## src/rtl/pipelined_adder.sv

```systemverilog
// pipelined_adder: two's-complement adder/subtractor split into STAGES equal
// chunks, one chunk of ripple carry per register stage, with a valid/ready
// handshake. A single global enable (adv) advances or holds every stage.
module pipelined_adder #(
    parameter int unsigned WIDTH  = 16,
    parameter int unsigned STAGES = 4
) (
    input  logic             clk,
    input  logic             rst_n,
    input  logic             in_valid,
    output logic             in_ready,
    input  logic [WIDTH-1:0] a,
    input  logic [WIDTH-1:0] b,
    input  logic             ci,
    input  logic             sub,
    output logic             out_valid,
    input  logic             out_ready,
    output logic [WIDTH-1:0] sum,
    output logic             co,
    output logic             ovf
);

    localparam int unsigned C = WIDTH / STAGES;

    logic             adv;
    logic [WIDTH-1:0] b_eff;
    logic             cin;

    // The whole pipe moves only when the output slot is empty or being taken.
    assign adv      = !out_valid || out_ready;
    assign in_ready = adv;

    // Subtraction as A + ~B + 1; a borrow-in removes that +1.
    assign b_eff = sub ? ~b : b;
    assign cin   = ci ^ sub;

    for (genvar k = 0; k < STAGES; k++) begin : g_stg
        // Operand chunk, carry and valid entering this stage's adder.
        logic [C-1:0]         a_c;
        logic [C-1:0]         b_c;
        logic                 cy_in;
        logic                 vld_in;
        logic [C:0]           add_d;
        // Result chunks 0..k of the operation held in this stage.
        logic [(k+1)*C-1:0]   sum_d;
        logic [(k+1)*C-1:0]   sum_q;
        logic                 cy_q;
        logic                 vld_q;

        if (k == 0) begin : g_head
            assign a_c    = a[C-1:0];
            assign b_c    = b_eff[C-1:0];
            assign cy_in  = cin;
            assign vld_in = in_valid;
            assign sum_d  = add_d[C-1:0];
        end else begin : g_body
            assign a_c    = g_stg[k-1].g_skew.a_q[C-1:0];
            assign b_c    = g_stg[k-1].g_skew.b_q[C-1:0];
            assign cy_in  = g_stg[k-1].cy_q;
            assign vld_in = g_stg[k-1].vld_q;
            // Earlier chunks are deskewed by appending this stage's chunk on top.
            assign sum_d  = {add_d[C-1:0], g_stg[k-1].sum_q};
        end

        assign add_d = {1'b0, a_c} + {1'b0, b_c} + {{C{1'b0}}, cy_in};

        // Stage register: valid bit, inter-stage carry and accumulated sum chunks.
        always_ff @(posedge clk or negedge rst_n) begin
            if (!rst_n) begin
                vld_q <= 1'b0;
                cy_q  <= 1'b0;
                sum_q <= '0;
            end else if (adv) begin
                vld_q <= vld_in;
                cy_q  <= add_d[C];
                sum_q <= sum_d;
            end
        end

        // Chunks k+1..STAGES-1 of A and B' still waiting for their stage.
        if (k < STAGES - 1) begin : g_skew
            localparam int unsigned SW = (STAGES - 1 - k) * C;

            logic [SW-1:0] a_d;
            logic [SW-1:0] b_d;
            logic [SW-1:0] a_q;
            logic [SW-1:0] b_q;

            if (k == 0) begin : g_src_in
                assign a_d = a[WIDTH-1:C];
                assign b_d = b_eff[WIDTH-1:C];
            end else begin : g_src_prev
                assign a_d = g_stg[k-1].g_skew.a_q[(STAGES-k)*C-1:C];
                assign b_d = g_stg[k-1].g_skew.b_q[(STAGES-k)*C-1:C];
            end

            // Skew register: carry the unconsumed operand chunks one stage on.
            always_ff @(posedge clk or negedge rst_n) begin
                if (!rst_n) begin
                    a_q <= '0;
                    b_q <= '0;
                end else if (adv) begin
                    a_q <= a_d;
                    b_q <= b_d;
                end
            end
        end
    end

    // Carry into the MSB is a^b^s at that bit; XOR with carry-out gives overflow.
    logic ovf_d;
    logic ovf_q;

    assign ovf_d = g_stg[STAGES-1].a_c[C-1] ^ g_stg[STAGES-1].b_c[C-1]
                 ^ g_stg[STAGES-1].add_d[C-1] ^ g_stg[STAGES-1].add_d[C];

    // Overflow flag registered alongside the final stage.
    always_ff @(posedge clk or negedge rst_n) begin
        if (!rst_n) begin
            ovf_q <= 1'b0;
        end else if (adv) begin
            ovf_q <= ovf_d;
        end
    end

    assign out_valid = g_stg[STAGES-1].vld_q;
    assign sum       = g_stg[STAGES-1].sum_q;
    assign co        = g_stg[STAGES-1].cy_q;
    assign ovf       = ovf_q;

endmodule

```

## config.mk

```make
export PLATFORM = sky130hd
export DESIGN_NAME = pipelined_adder
export DESIGN_NICKNAME = d
export VERILOG_FILES = /design/src/rtl/pipelined_adder.sv
export SDC_FILE = /design/constraint.sdc
export NUM_CORES = 1
export LEC_CHECK = 0
export CORE_MARGIN = 8
export CORE_UTILIZATION = 50
export CTS_BUF_LIST = sky130_fd_sc_hd__clkbuf_4 sky130_fd_sc_hd__clkbuf_8
export DETAILED_ROUTE_END_ITERATION = 12
export PLACE_DENSITY = 0.81
export RECOVER_POWER = 50
export SYNTH_ARGS = -nofsm -noshare
export SYNTH_HDL_FRONTEND = slang
export SYNTH_SLANG_ARGS = --single-unit
```

## constraint.sdc

```tcl
create_clock -name clk -period 2.75 [get_ports clk]
set_input_delay 0.275 -clock clk [delete_from_list [all_inputs] [get_ports clk]]
set_output_delay 0.275 -clock clk [all_outputs]
set_load 0.01 [all_outputs]
```

==> summary.md <==
| Metric | Value |
|---|---|
| Mapped Nets | `507` |
| Tightest Pin Transition | `1.047 ns` |
| RSZ-0062 raised after global routing | `false` |
| Nets | `557` |
| Power consumption | `5.324 mW` |
| Lkg Pwr | `2.516 nW` |
| Compound-Gate Fraction of Synth Area | `5.614%` |
| IO Count | `58` |
| GPL Wtd Cong | `0.7317` |
| GR peak layer | `met2` |
| Fin util | `61.26%` |
| Fin crit share | `77.84%` |
| Reg2reg path depth | `5` |
| Final WL | `7747 um` |
| Post-synthesis sequential element count | `97` |
| Fmax | `467.1 MHz` |
| Initial antenna violation count | `0` |
| Power Dens Cells | `1052 nW/um^2` |
| Largest net degree at the start of global routing | `107` |
| Data arrival, critical path | `2.35 ns` |
| Syn avg cell area | `9.530 sq um` |
| Final hold slack | `0.4509 ns` |
| Post-Synth Adder-Cell Area | `7.251%` |
| Final Max Tran Viols | `0` |
| Post-CTS setup buffer count | `0` |
| Area of the die | `11,770 sq um` |
| Initial core utilization | `51.82%` |
| Initial drt markers | `187` |
| I/O Buffers | `57` |
| H-tree depth | `3` |
| Worst-Skew Late Latency | `0.35 ns` |
| Via count | `2,914` |
| Post-synthesis sequential area ratio | `56.73%` |
| Post-placement cell count | `592` |
| TritonCTS clock tree | `built` |
| Clock Path Buffers | `2` |
| Cells after synthesis | `449` |
| Crit path capture | `g_stg[0].cy_q` |
| HP Class | `in -> reg` |
| Area after DPL | `4866 sq um` |
| Setup slack after placement | `0.2328 ns` |
| Cell Area, Synth | `4279 sq um` |
| Worst endpoint required time | `2.96 ns` |
| Post-DP HPWL | `5359 um` |
| CP startpoint kind | `input pin` |
| Reg2Reg Setup Slack | `0.90 ns` |
| Crit path max fanout | `4` |
| Post-synth ARST share | `100.0%` |
| Sink Count | `97` |
| M3 GR Usage | `2.855%` |
| R2r endpoint | `g_stg[2].cy_q` |
| Clock Skew | `0.01036 ns` |
| Finished Layout Cells | `609` |
| Outcome | `complete, no violations` |
| Worst R2R Start | `g_stg[1].cy_q` |
| Min setup slack post-route | `0.6093 ns` |
| Drt pass-1 iters | `4` |
| Critical path type | `in -> reg` |
| Global Route Usage Sum | `14.26%` |
| Synth Area in Simple Gates | `20.94%` |
| Largest family of logic cells by synthesized area | `simple AND/OR/NAND/NOR gates` |
| Die X-Extent | `108.5 um` |
| Crit path launch | `sub` |
| CTS root buffer | `clkbuf_8` |
| Hold violation total from the final report | `0` |
| Xor/xnor share of the synthesized area | `5.322%` |
| Setup violations, final | `0` |
| CTS resizes | `0` |
| Rel. slew slack | `30.20%` |
| Layout area overhead | `18.22%` |
| Setup TNS | `0 ns` |
| Post-synthesis mux area share | `0%` |
| Max-cap violations | `0` |
| Die height | `108.5 um` |
| Remaining DRCs | `0` |
| First-pass GRT wire length | `13,690 um` |
| GR Layer Usage met1 | `18.81%` |
| Final min period | `2.141 ns` |
| Crit path capture type | `flop` |
| Drt wl/cell | `12.72 um` |
| Number of diodes | `0` |
| Core area | `8258 sq um` |
| Row cnt | `33` |
| Number of synthesized flops with an enable pin | `0` |
| Via density | `4.785` |
| Met2 Usage GRT | `22.76%` |
| Vias in the first global route | `2,990` |
| Clock-pin slew on the worst setup and hold paths | `0.09 ns` |
| Routed Antenna Nets | `0` |
| CTS Buf Count | `9` |
| Post-layout instance area | `5059 sq um` |
| Predominant post-synthesis flop cell | `dfrtp_1` |
| Ratio of cells with drive above 1 in the final layout | `4.563%` |
| YS warnings | `0` |
| Gr ovfl total | `0` |
| Cts hold-fix bufs | `1` |
| Peak VDD IR | `331.4 uV` |
| Post-synthesis cell type count | `20` |
## critical path: stages
cell	delay [ns]
clkdlybuf4s50_1	0.56
xor2_1	0.25
fa_1	0.46
fa_1	0.42
a21o_1	0.19
a21oi_1	0.13
a21oi_1	0.07
## cell families (layout without fill, tap and decap cells)
family,after synthesis,after routing
xor+xnor,26,26
fa+ha+maj,20,20
flops,97,97
compound gates,43,43
buf+inv,27,82
simple gates,236,236
## routing by layer
metal,wire length [um],vias up
li1,-,1497
met1,3651,1361
met3,292,9
met5,0,-
met4,95,0
met2,3707,47
## cell usage in the layout, fill, tap and decap left out, types with 3 or more instances in the layout
cell type / count
o21ai_0: 21
xnor2_1: 16
nor2_1: 8
clkbuf_8: 10
dlygate4sd3_1: 9
ha_1: 12
inv_1: 3
buf_4: 3
clkdlybuf4s50_1: 48
xor2_1: 10
fa_1: 8
a21oi_1: 13
nand2_1: 225
dfrtp_1: 97
a21o_1: 7
## sequential cells by signal, indices dropped and copies added, names as in the netlist, 3 cells and up
| register | cells |
|---|---|
| sum | 16 |
| g_stg.g_skew.a_q | 24 |
| g_stg.vld_q | 3 |
| g_stg.sum_q | 24 |
| g_stg.cy_q | 3 |
| g_stg.g_skew.b_q | 24 |
## layout make-up
type / instances / area (sq um)
multi-input cells: 325 / 1672
repair buffers: 62 / 605.6
flip-flops and latches: 97 / 2427
inverters: 4 / 17.52
clock inverters: 6 / 67.56
clock buffers: 10 / 137.6
fillers: 698 / 3199
well taps: 105 / 131.4
## worst min-delay path by stage
| stage | startpoint | end | slack [ns] | cells after the start |
|---|---|---|---|---|
| floorplan | rst_n | co | -0.02 | 0 |
| global placement | rst_n | g_stg[0].g_skew.a_q[1] | 0.30 | 1 |
| detailed placement | rst_n | g_stg[0].g_skew.a_q[1] | 0.30 | 1 |
| CTS | in_valid | g_stg[0].vld_q | 0.44 | 3 |
| global route | in_valid | g_stg[0].vld_q | 0.45 | 3 |
| finish | in_valid | g_stg[0].vld_q | 0.45 | 3 |
## synthesized netlist by cell type (all sizes together), types with 2 or more instances
| cell type | n | area (sq um) |
|---|---|---|
| ha | 12 | 150.1 |
| xor2 | 10 | 87.58 |
| dfrtp | 97 | 2427 |
| o21ai | 21 | 105.1 |
| a21oi | 14 | 73.82 |
| xnor2 | 16 | 140.1 |
| nand2 | 225 | 844.6 |
| inv | 4 | 17.52 |
| a21o | 7 | 52.55 |
| nand2b | 2 | 12.51 |
| buf | 22 | 156.4 |
| fa | 8 | 160.2 |
| nor2 | 8 | 30.03 |
## power by group
| part | switching, mW | internal, mW |
|---|---|---|
| clock | 0.478 | 0.447 |
| combinational | 1.08 | 0.906 |
| sequential | 0.357 | 2.06 |
| total | 1.91 | 3.41 |
(Power assumes the default switching activity.)
